File: src/rtl/morse_pkg.sv
// Shared Morse definitions: FSM states, letter codes, timing defaults, pattern table.
// Latency: n/a (declarations only).
// Backpressure: n/a.
package morse_pkg;

    typedef enum logic [1:0] {
        IDLE  = 2'd0,
        MARK  = 2'd1,
        SPACE = 2'd2
    } state_t;

    typedef logic [2:0] letter_t;

    // Letter codes equal the encoder's switch select values.
    localparam letter_t LETTER_A = 3'd0;
    localparam letter_t LETTER_B = 3'd1;
    localparam letter_t LETTER_C = 3'd2;
    localparam letter_t LETTER_D = 3'd3;
    localparam letter_t LETTER_E = 3'd4;
    localparam letter_t LETTER_F = 3'd5;
    localparam letter_t LETTER_G = 3'd6;
    localparam letter_t LETTER_H = 3'd7;

    localparam int DEF_DOT_LEN    = 1;
    localparam int DEF_DASH_LEN   = 3;
    localparam int DEF_LETTER_GAP = 3;
    localparam int DEF_RUN_W      = 3;
    localparam int DEF_MAX_ELEM   = 4;

    localparam int NUM_LETTERS = 8;

    // Indexed by letter code. Pattern bits: 1 = dash, 0 = dot, first element
    // in the MSB of the used bits.
    localparam int CODE_LEN [NUM_LETTERS] = '{2, 4, 4, 3, 1, 4, 3, 4};
    localparam int CODE_PAT [NUM_LETTERS] = '{1, 8, 10, 4, 0, 2, 6, 0};

endpackage

File: src/rtl/morse_decoder_if.sv
// Decoder stream/result bundle: sampled keyed input plus decoded letter outputs.
// Latency: n/a (wiring only).
// Backpressure: none; result pulses are fire-and-forget.
interface morse_decoder_if;
    import morse_pkg::*;

    logic    tick;
    logic    morse_in;
    letter_t letter;
    logic    letter_valid;
    logic    letter_error;
    logic    busy;

    modport master (
        output tick, morse_in,
        input  letter, letter_valid, letter_error, busy
    );

    modport slave (
        input  tick, morse_in,
        output letter, letter_valid, letter_error, busy
    );
endinterface

File: src/rtl/morse_lookup.sv
// Combinational (len, pat) -> {hit, letter} table for letters A..H.
// Latency: 0 cycles, purely combinational.
// Backpressure: none.
module morse_lookup
    import morse_pkg::*;
#(
    parameter  int MAX_ELEM = DEF_MAX_ELEM,
    localparam int LEN_W    = $clog2(MAX_ELEM + 1)
) (
    input  logic [LEN_W-1:0]    len,
    input  logic [MAX_ELEM-1:0] pat,
    output logic                hit,
    output letter_t             letter
);

    logic [MAX_ELEM-1:0] used;

    // Mask off bits above the recorded length, then scan the table for a match.
    always_comb begin
        used   = pat & MAX_ELEM'((1 << len) - 1);
        hit    = 1'b0;
        letter = LETTER_A;
        for (int i = 0; i < NUM_LETTERS; i++) begin
            if (int'(len) == CODE_LEN[i] && int'(used) == CODE_PAT[i]) begin
                hit    = 1'b1;
                letter = letter_t'(i);
            end
        end
    end

endmodule

File: src/rtl/morse_decoder.sv
// Serial Morse receiver: run-length classifies marks/spaces per tick, emits letter A..H.
// Latency: 1 clk from the letter-terminating tick to letter_valid/letter_error.
// Backpressure: none; input is sampled on tick and result pulses last one cycle.
module morse_decoder
    import morse_pkg::*;
#(
    parameter int DOT_LEN    = DEF_DOT_LEN,
    parameter int DASH_LEN   = DEF_DASH_LEN,
    parameter int LETTER_GAP = DEF_LETTER_GAP,
    parameter int RUN_W      = DEF_RUN_W,
    parameter int MAX_ELEM   = DEF_MAX_ELEM
) (
    input logic            clk,
    input logic            resetn,
    morse_decoder_if.slave bus
);

    localparam int LEN_W = $clog2(MAX_ELEM + 1);
    localparam logic [RUN_W-1:0] RUN_MAX = '1;
    localparam logic [RUN_W-1:0] RUN_ONE = RUN_W'(1);

    state_t              state;
    logic [RUN_W-1:0]    run;
    logic [LEN_W-1:0]    len;
    logic [MAX_ELEM-1:0] pat;
    logic                err_pend;

    letter_t             letter_q;
    logic                valid_q;
    logic                error_q;
    logic                busy_q;

    logic                lk_hit;
    letter_t             lk_letter;

    morse_lookup #(.MAX_ELEM(MAX_ELEM)) u_lookup (
        .len    (len),
        .pat    (pat),
        .hit    (lk_hit),
        .letter (lk_letter)
    );

    // Receiver FSM: tracks the current run, records elements, resolves the letter at the gap.
    always_ff @(posedge clk or negedge resetn) begin
        if (!resetn) begin
            state    <= IDLE;
            run      <= '0;
            len      <= '0;
            pat      <= '0;
            err_pend <= 1'b0;
            letter_q <= LETTER_A;
            valid_q  <= 1'b0;
            error_q  <= 1'b0;
            busy_q   <= 1'b0;
        end else begin
            valid_q <= 1'b0;
            error_q <= 1'b0;
            if (bus.tick) begin
                case (state)
                    IDLE: begin
                        if (bus.morse_in) begin
                            state  <= MARK;
                            run    <= RUN_ONE;
                            busy_q <= 1'b1;
                        end
                    end
                    MARK: begin
                        if (bus.morse_in) begin
                            if (run != RUN_MAX) run <= run + RUN_ONE;
                        end else begin
                            // A full element buffer rejects the letter but keeps what was recorded.
                            if (len == LEN_W'(MAX_ELEM)) begin
                                err_pend <= 1'b1;
                            end else if (run == RUN_W'(DOT_LEN)) begin
                                pat <= {pat[MAX_ELEM-2:0], 1'b0};
                                len <= len + LEN_W'(1);
                            end else if (run == RUN_W'(DASH_LEN)) begin
                                pat <= {pat[MAX_ELEM-2:0], 1'b1};
                                len <= len + LEN_W'(1);
                            end else begin
                                err_pend <= 1'b1;
                            end
                            state <= SPACE;
                            run   <= RUN_ONE;
                        end
                    end
                    SPACE: begin
                        if (!bus.morse_in) begin
                            if (run == RUN_W'(LETTER_GAP - 1)) begin
                                if (lk_hit && !err_pend) begin
                                    letter_q <= lk_letter;
                                    valid_q  <= 1'b1;
                                end else begin
                                    error_q  <= 1'b1;
                                end
                                state    <= IDLE;
                                run      <= '0;
                                len      <= '0;
                                pat      <= '0;
                                err_pend <= 1'b0;
                                busy_q   <= 1'b0;
                            end else if (run != RUN_MAX) begin
                                run <= run + RUN_ONE;
                            end
                        end else begin
                            // Only a single-unit gap is legal between elements.
                            if (run != RUN_ONE) err_pend <= 1'b1;
                            state <= MARK;
                            run   <= RUN_ONE;
                        end
                    end
                    default: begin
                        state  <= IDLE;
                        busy_q <= 1'b0;
                    end
                endcase
            end
        end
    end

    assign bus.letter       = letter_q;
    assign bus.letter_valid = valid_q;
    assign bus.letter_error = error_q;
    assign bus.busy         = busy_q;

endmodule

File: src/flat_wrapper.sv
// flat-port wrapper written by rule: the top's interface ports become plain ports
module morse_decoder_flat import morse_pkg::*;
#(
    parameter int DOT_LEN    = DEF_DOT_LEN,
    parameter int DASH_LEN   = DEF_DASH_LEN,
    parameter int LETTER_GAP = DEF_LETTER_GAP,
    parameter int RUN_W      = DEF_RUN_W,
    parameter int MAX_ELEM   = DEF_MAX_ELEM
)
  (clk, resetn, bus_tick, bus_morse_in, bus_letter, bus_letter_valid, bus_letter_error, bus_busy);
  morse_decoder_if bus_i ();
  input logic clk;
  input logic resetn;
  input wire logic [$bits(bus_i.tick)-1:0] bus_tick;
  input wire logic [$bits(bus_i.morse_in)-1:0] bus_morse_in;
  output wire logic [$bits(bus_i.letter)-1:0] bus_letter;
  output wire logic [$bits(bus_i.letter_valid)-1:0] bus_letter_valid;
  output wire logic [$bits(bus_i.letter_error)-1:0] bus_letter_error;
  output wire logic [$bits(bus_i.busy)-1:0] bus_busy;
  assign bus_i.tick = bus_tick;
  assign bus_i.morse_in = bus_morse_in;
  assign bus_letter = bus_i.letter;
  assign bus_letter_valid = bus_i.letter_valid;
  assign bus_letter_error = bus_i.letter_error;
  assign bus_busy = bus_i.busy;
  morse_decoder #(.DOT_LEN(DOT_LEN), .DASH_LEN(DASH_LEN), .LETTER_GAP(LETTER_GAP), .RUN_W(RUN_W), .MAX_ELEM(MAX_ELEM)) u_core (.clk(clk), .resetn(resetn), .bus(bus_i));
endmodule
File: config.mk
export PLATFORM = sky130hd
export DESIGN_NAME = morse_decoder_flat
export DESIGN_NICKNAME = d
export VERILOG_FILES = /design/src/rtl/morse_pkg.sv /design/src/rtl/morse_decoder_if.sv /design/src/rtl/morse_lookup.sv /design/src/rtl/morse_decoder.sv /design/src/flat_wrapper.sv
export SDC_FILE = /design/constraint.sdc
export NUM_CORES = 1
export LEC_CHECK = 0
export BUFFER_PORTS_ARGS = -buffer_cell sky130_fd_sc_hd__buf_2
export CORE_ASPECT_RATIO = 0.6
export CORE_MARGIN = 3
export CORE_UTILIZATION = 59
export CTS_CLUSTER_SIZE = 30
export DETAILED_ROUTE_END_ITERATION = 10
export GPL_TIMING_DRIVEN = 1
export PLACE_DENSITY = 0.78
export REMOVE_ABC_BUFFERS = 1
export SETUP_SLACK_MARGIN = 0.4
export SLEW_MARGIN = 0
export SYNTH_ARGS = -nofsm -noshare
export SYNTH_HDL_FRONTEND = slang
export SYNTH_SLANG_ARGS = --single-unit
File: constraint.sdc
create_clock -name clk -period 3 [get_ports clk]
set_input_delay 0.6 -clock clk [delete_from_list [all_inputs] [get_ports clk]]
set_output_delay 0.6 -clock clk [all_outputs]
set_load 0.03 [all_outputs]
==> parameters.txt <==
Parameter                              Value

Run status
  Result of the run ... finished clean

Die
  DIE WIDTH ... between 60 and 70 um
  Area of the core ... 2230 sq um
  Chip Height ... around 44 um
  Std-Cell Rows ... 13
  Initial Util ... 64.2%
  I/O pins ... 10
  Area of the die ... slightly above 3000 sq um

Synthesis
  Synth Flop Type ... dfrtp_1
  Area fraction in compound gates after synthesis ... between 20% and 30%
  Share of synthesized registers carrying an async set or reset ... 100%
  Simple logic cell fraction of the synthesized area ... 26.9%
  Most frequent cell after synthesis ... nand2_1
  Number of flops mapped to enable cells by yosys ... 0
  Most numerous cell types in the synthesized netlist ... nand2_1 (29), o21ai_0 (22), dfrtp_1 (19)
  Register bit count reported by yosys ... 19
  Leading area contributor after synthesis ... dfrtp_1
  Synth Area in XOR/XNOR ... under 10%
  Sequential element share of the synthesized area ... 33.2%
  Dominant combinational cell family by area after synthesis ... simple AND/OR/NAND/NOR gates
  Syn Std Cell Area ... 1430 sq um
  Synthesized-area fraction occupied by adder cells ... 12.2%
  Top-area cell type share of the netlist area ... around 33%
  Synthesis warning total ... 0
  Mean post-synth cell area ... 8.37 sq um
  Count of cell types in the netlist ... 38
  Cells after synthesis ... 171
  Leading cell types by total area after synthesis ... dfrtp_1 (33%), ha_1 (12%), o21ai_0 (7.7%), nand2_1 (7.6%), nand2b_1 (4.4%)
  Fraction of synthesized area in multiplexers ... less than 1%

Worst setup path
  Sort of element at the start of the critical path ... register
  Critical Path Sink Type ... register
  Critical Path RT ... between 3 and 4 ns
  Worst R2R Setup Slack ... ~0.53 ns
  Critical path class ... register to register
  Maximum fanout count along the critical path ... 5
  Worst path arrival time ... 2.63 ns

Clock tree
  Number of buffers added to fix hold violations after cts ... 0
  Number of H-tree branching levels ... 1
  Clock tree from TritonCTS ... done
  Worst-case clock buffer depth ... 2
  Number of buffers inserted during clock tree synthesis ... 3
  Clk Latency, worst-skew pair ... 0.27 ns
  Clock sinks ... 19
  Clock-pin slew on the worst setup and hold paths ... 0.07 ns
  Clock tree root buffer cell ... clkbuf_8

Finish
  Area overhead of the layout relative to synthesis ... 8.83%
  Final #Nets ... 200
  Fraction of layout cells with a size suffix above 1 ... 11.0%
  Final standard cell area without fillers ... 1560 sq um
  Ant diodes ... 0

Timing
  Worst slew margin relative to its limit ... 53.2%
  Post-Route Skew ... 0.00682 ns
  Transition time at the pin with the least slew margin ... ~0.7 ns
  Setup repair after global routing missed its margin ... no
  Part of the cycle the worst path needs ... between 80% and 90%
  Number of failing hold endpoints at the final stage ... 0
  Tmin final ... between 2 and 2.5 ns
  Final setup violating endpoints ... 0
  Max-slew violations ... 0
  Highest achievable clock rate ... 0.404 GHz
  Setup total negative slack ... 0 ns

Placement
  Placed Area ... ~1500 sq um
  Sum of net half-perimeters after detailed placement ... 2310 um
  Global placer's final weighted congestion ... 0.819
  Number of buffers added on ports ... 9

Pwr
  Leak pwr ... 0.692 nW
  Peak supply drop ... 0.539 mV
  Power density normalized to cell area ... 864 nW/um^2

Global routing
  Number of antenna violations at the first check in global routing ... 0
  Largest net degree at the start of global routing ... 20
  Number of global-route vias before repair ... 1112
  Total track usage ... 21.1%
  Wire length of the first global-routing pass ... 5040 um
  Residual overflow from global routing ... 0

Routing
  Sum of routed wire length over all layers ... 3040 um
  Antenna violation net count after detailed routing ... 0
  Detailed router's first-iteration violation count ... 81
  Router iterations before antenna repair ... 4
  Wirelength per Cell ... 14.4 um
  Via count ... 1220
  Via density per instance ... 5.78
  Number of design rule violations left after detail routing ... 0

Flow run
  Max-Cap Viols ... 0

Min path
  Hold WC Path Type ... input pin to async pin
## critical path: stages (launching register included)
cell and delay (ns):
dfrtp_1 0.42, inv_1 0.10, ha_2 0.22, nand2_1 0.08, ha_1 0.29, nand2b_2 0.15
o21ai_0 0.09, a211o_1 0.30, a21bo_1 0.21, a31oi_4 0.16, mux2_1 0.33
## what timing repair did
action | CTS | global route
resized for setup | 0 | 2
endpoints found under the hold margin | 0 | 0
endpoints found under the setup margin | 0 | 1
setup buffers | 0 | 0
## state kept, by name (all words and copies together), names as in the netlist
| name | flops |
|---|---|
| u_core.bus.letter | 3 |
| u_core.bus.busy | 1 |
| u_core.run | 3 |
| u_core.bus.letter_valid | 1 |
| u_core.state | 2 |
| u_core.err_pend | 1 |
| u_core.pat | 4 |
| u_core.len | 3 |
| u_core.bus.letter_error | 1 |
## placed cells by master (no fill, tap or decap), types with 2 or more instances in the layout
cell / synthesis / layout
nand2_1: 29 / 29
o21ai_0: 22 / 22
dfrtp_1: 19 / 19
ha_1: 14 / 13
inv_1: 9 / 9
nand2b_1: 10 / 9
buf_2: 0 / 9
nor3_1: 7 / 7
a21oi_1: 7 / 7
nor2b_1: 6 / 6
nor2_1: 5 / 5
nand3_1: 4 / 4
xor2_1: 3 / 3
and2_1: 3 / 3
clkbuf_8: 0 / 3
a211oi_1: 2 / 2
o41ai_1: 2 / 2
o31ai_1: 2 / 2
nor3b_1: 2 / 2
o22ai_1: 2 / 2
## metal layers
metal / routed length (um) / global-route usage [%]
met2: 1330 / 33.5
met3: 130 / 5.90
met1: 1540 / 28.0
met4: 38 / 7.78
met5: 0 / 0
## where the power goes
group | internal (W) | switching (W) | leakage, nW
clock | 0.0000927 | 0.0000888 | 0.0255
combinational | 0.000288 | 0.000452 | 0.427
sequential | 0.000327 | 0.0000964 | 0.240
total | 0.000709 | 0.000638 | 0.692
## through the flow
stage / hold WS, ns / std cells / power (W) / worst slack, ns / utilization [%]
after floorplan: 0.304 / 167 / 0.000969 / 0.603 / -
after CTS: 0.270 / 211 / 0.00133 / 0.411 / 69.7
after global placement: 0.467 / 207 / 0.00111 / 0.500 / 67.6
after global routing: 0.286 / 211 / 0.00146 / 0.410 / 69.9
final: 0.258 / 211 / 0.00135 / 0.527 / 69.9
after detailed placement: 0.475 / 207 / 0.00114 / 0.445 / 67.6
## cell type report
class	count	area (sq um)
Clock buffer	3	41.3
Sequential cell	19	475
Fill cell	197	671
Tap cell	30	37.5
Clock inverter	1	5.00
Timing Repair Buffer	10	52.6
Inverter	9	33.8
Multi-Input combinational cell	139	912
## path summary, 6_finish.rpt
path,from,cells past startpoint,endpoint
max,u_core.len[0],10,u_core.bus.letter[0]
min,resetn,1,u_core.state[1]
max reg2reg,u_core.len[0],10,u_core.bus.letter[0]
min reg2reg,u_core.bus.letter[0],1,u_core.bus.letter[0]
max in group asynchronous,resetn,1,u_core.pat[1]
min in group clk,u_core.bus.letter[0],1,u_core.bus.letter[0]
## logic make-up after synthesis
| logic type | Yosys count |
|---|---|
| buffers and inverters | 13 |
| XOR/XNOR | 3 |
| AO/OA/AOI/OAI | 47 |
| flip-flops | 19 |
| AND/OR/NAND/NOR | 74 |
| multiplexers | 1 |
| adder cells (fa/ha/maj) | 14 |
Power figures use the tool's default switching activity.
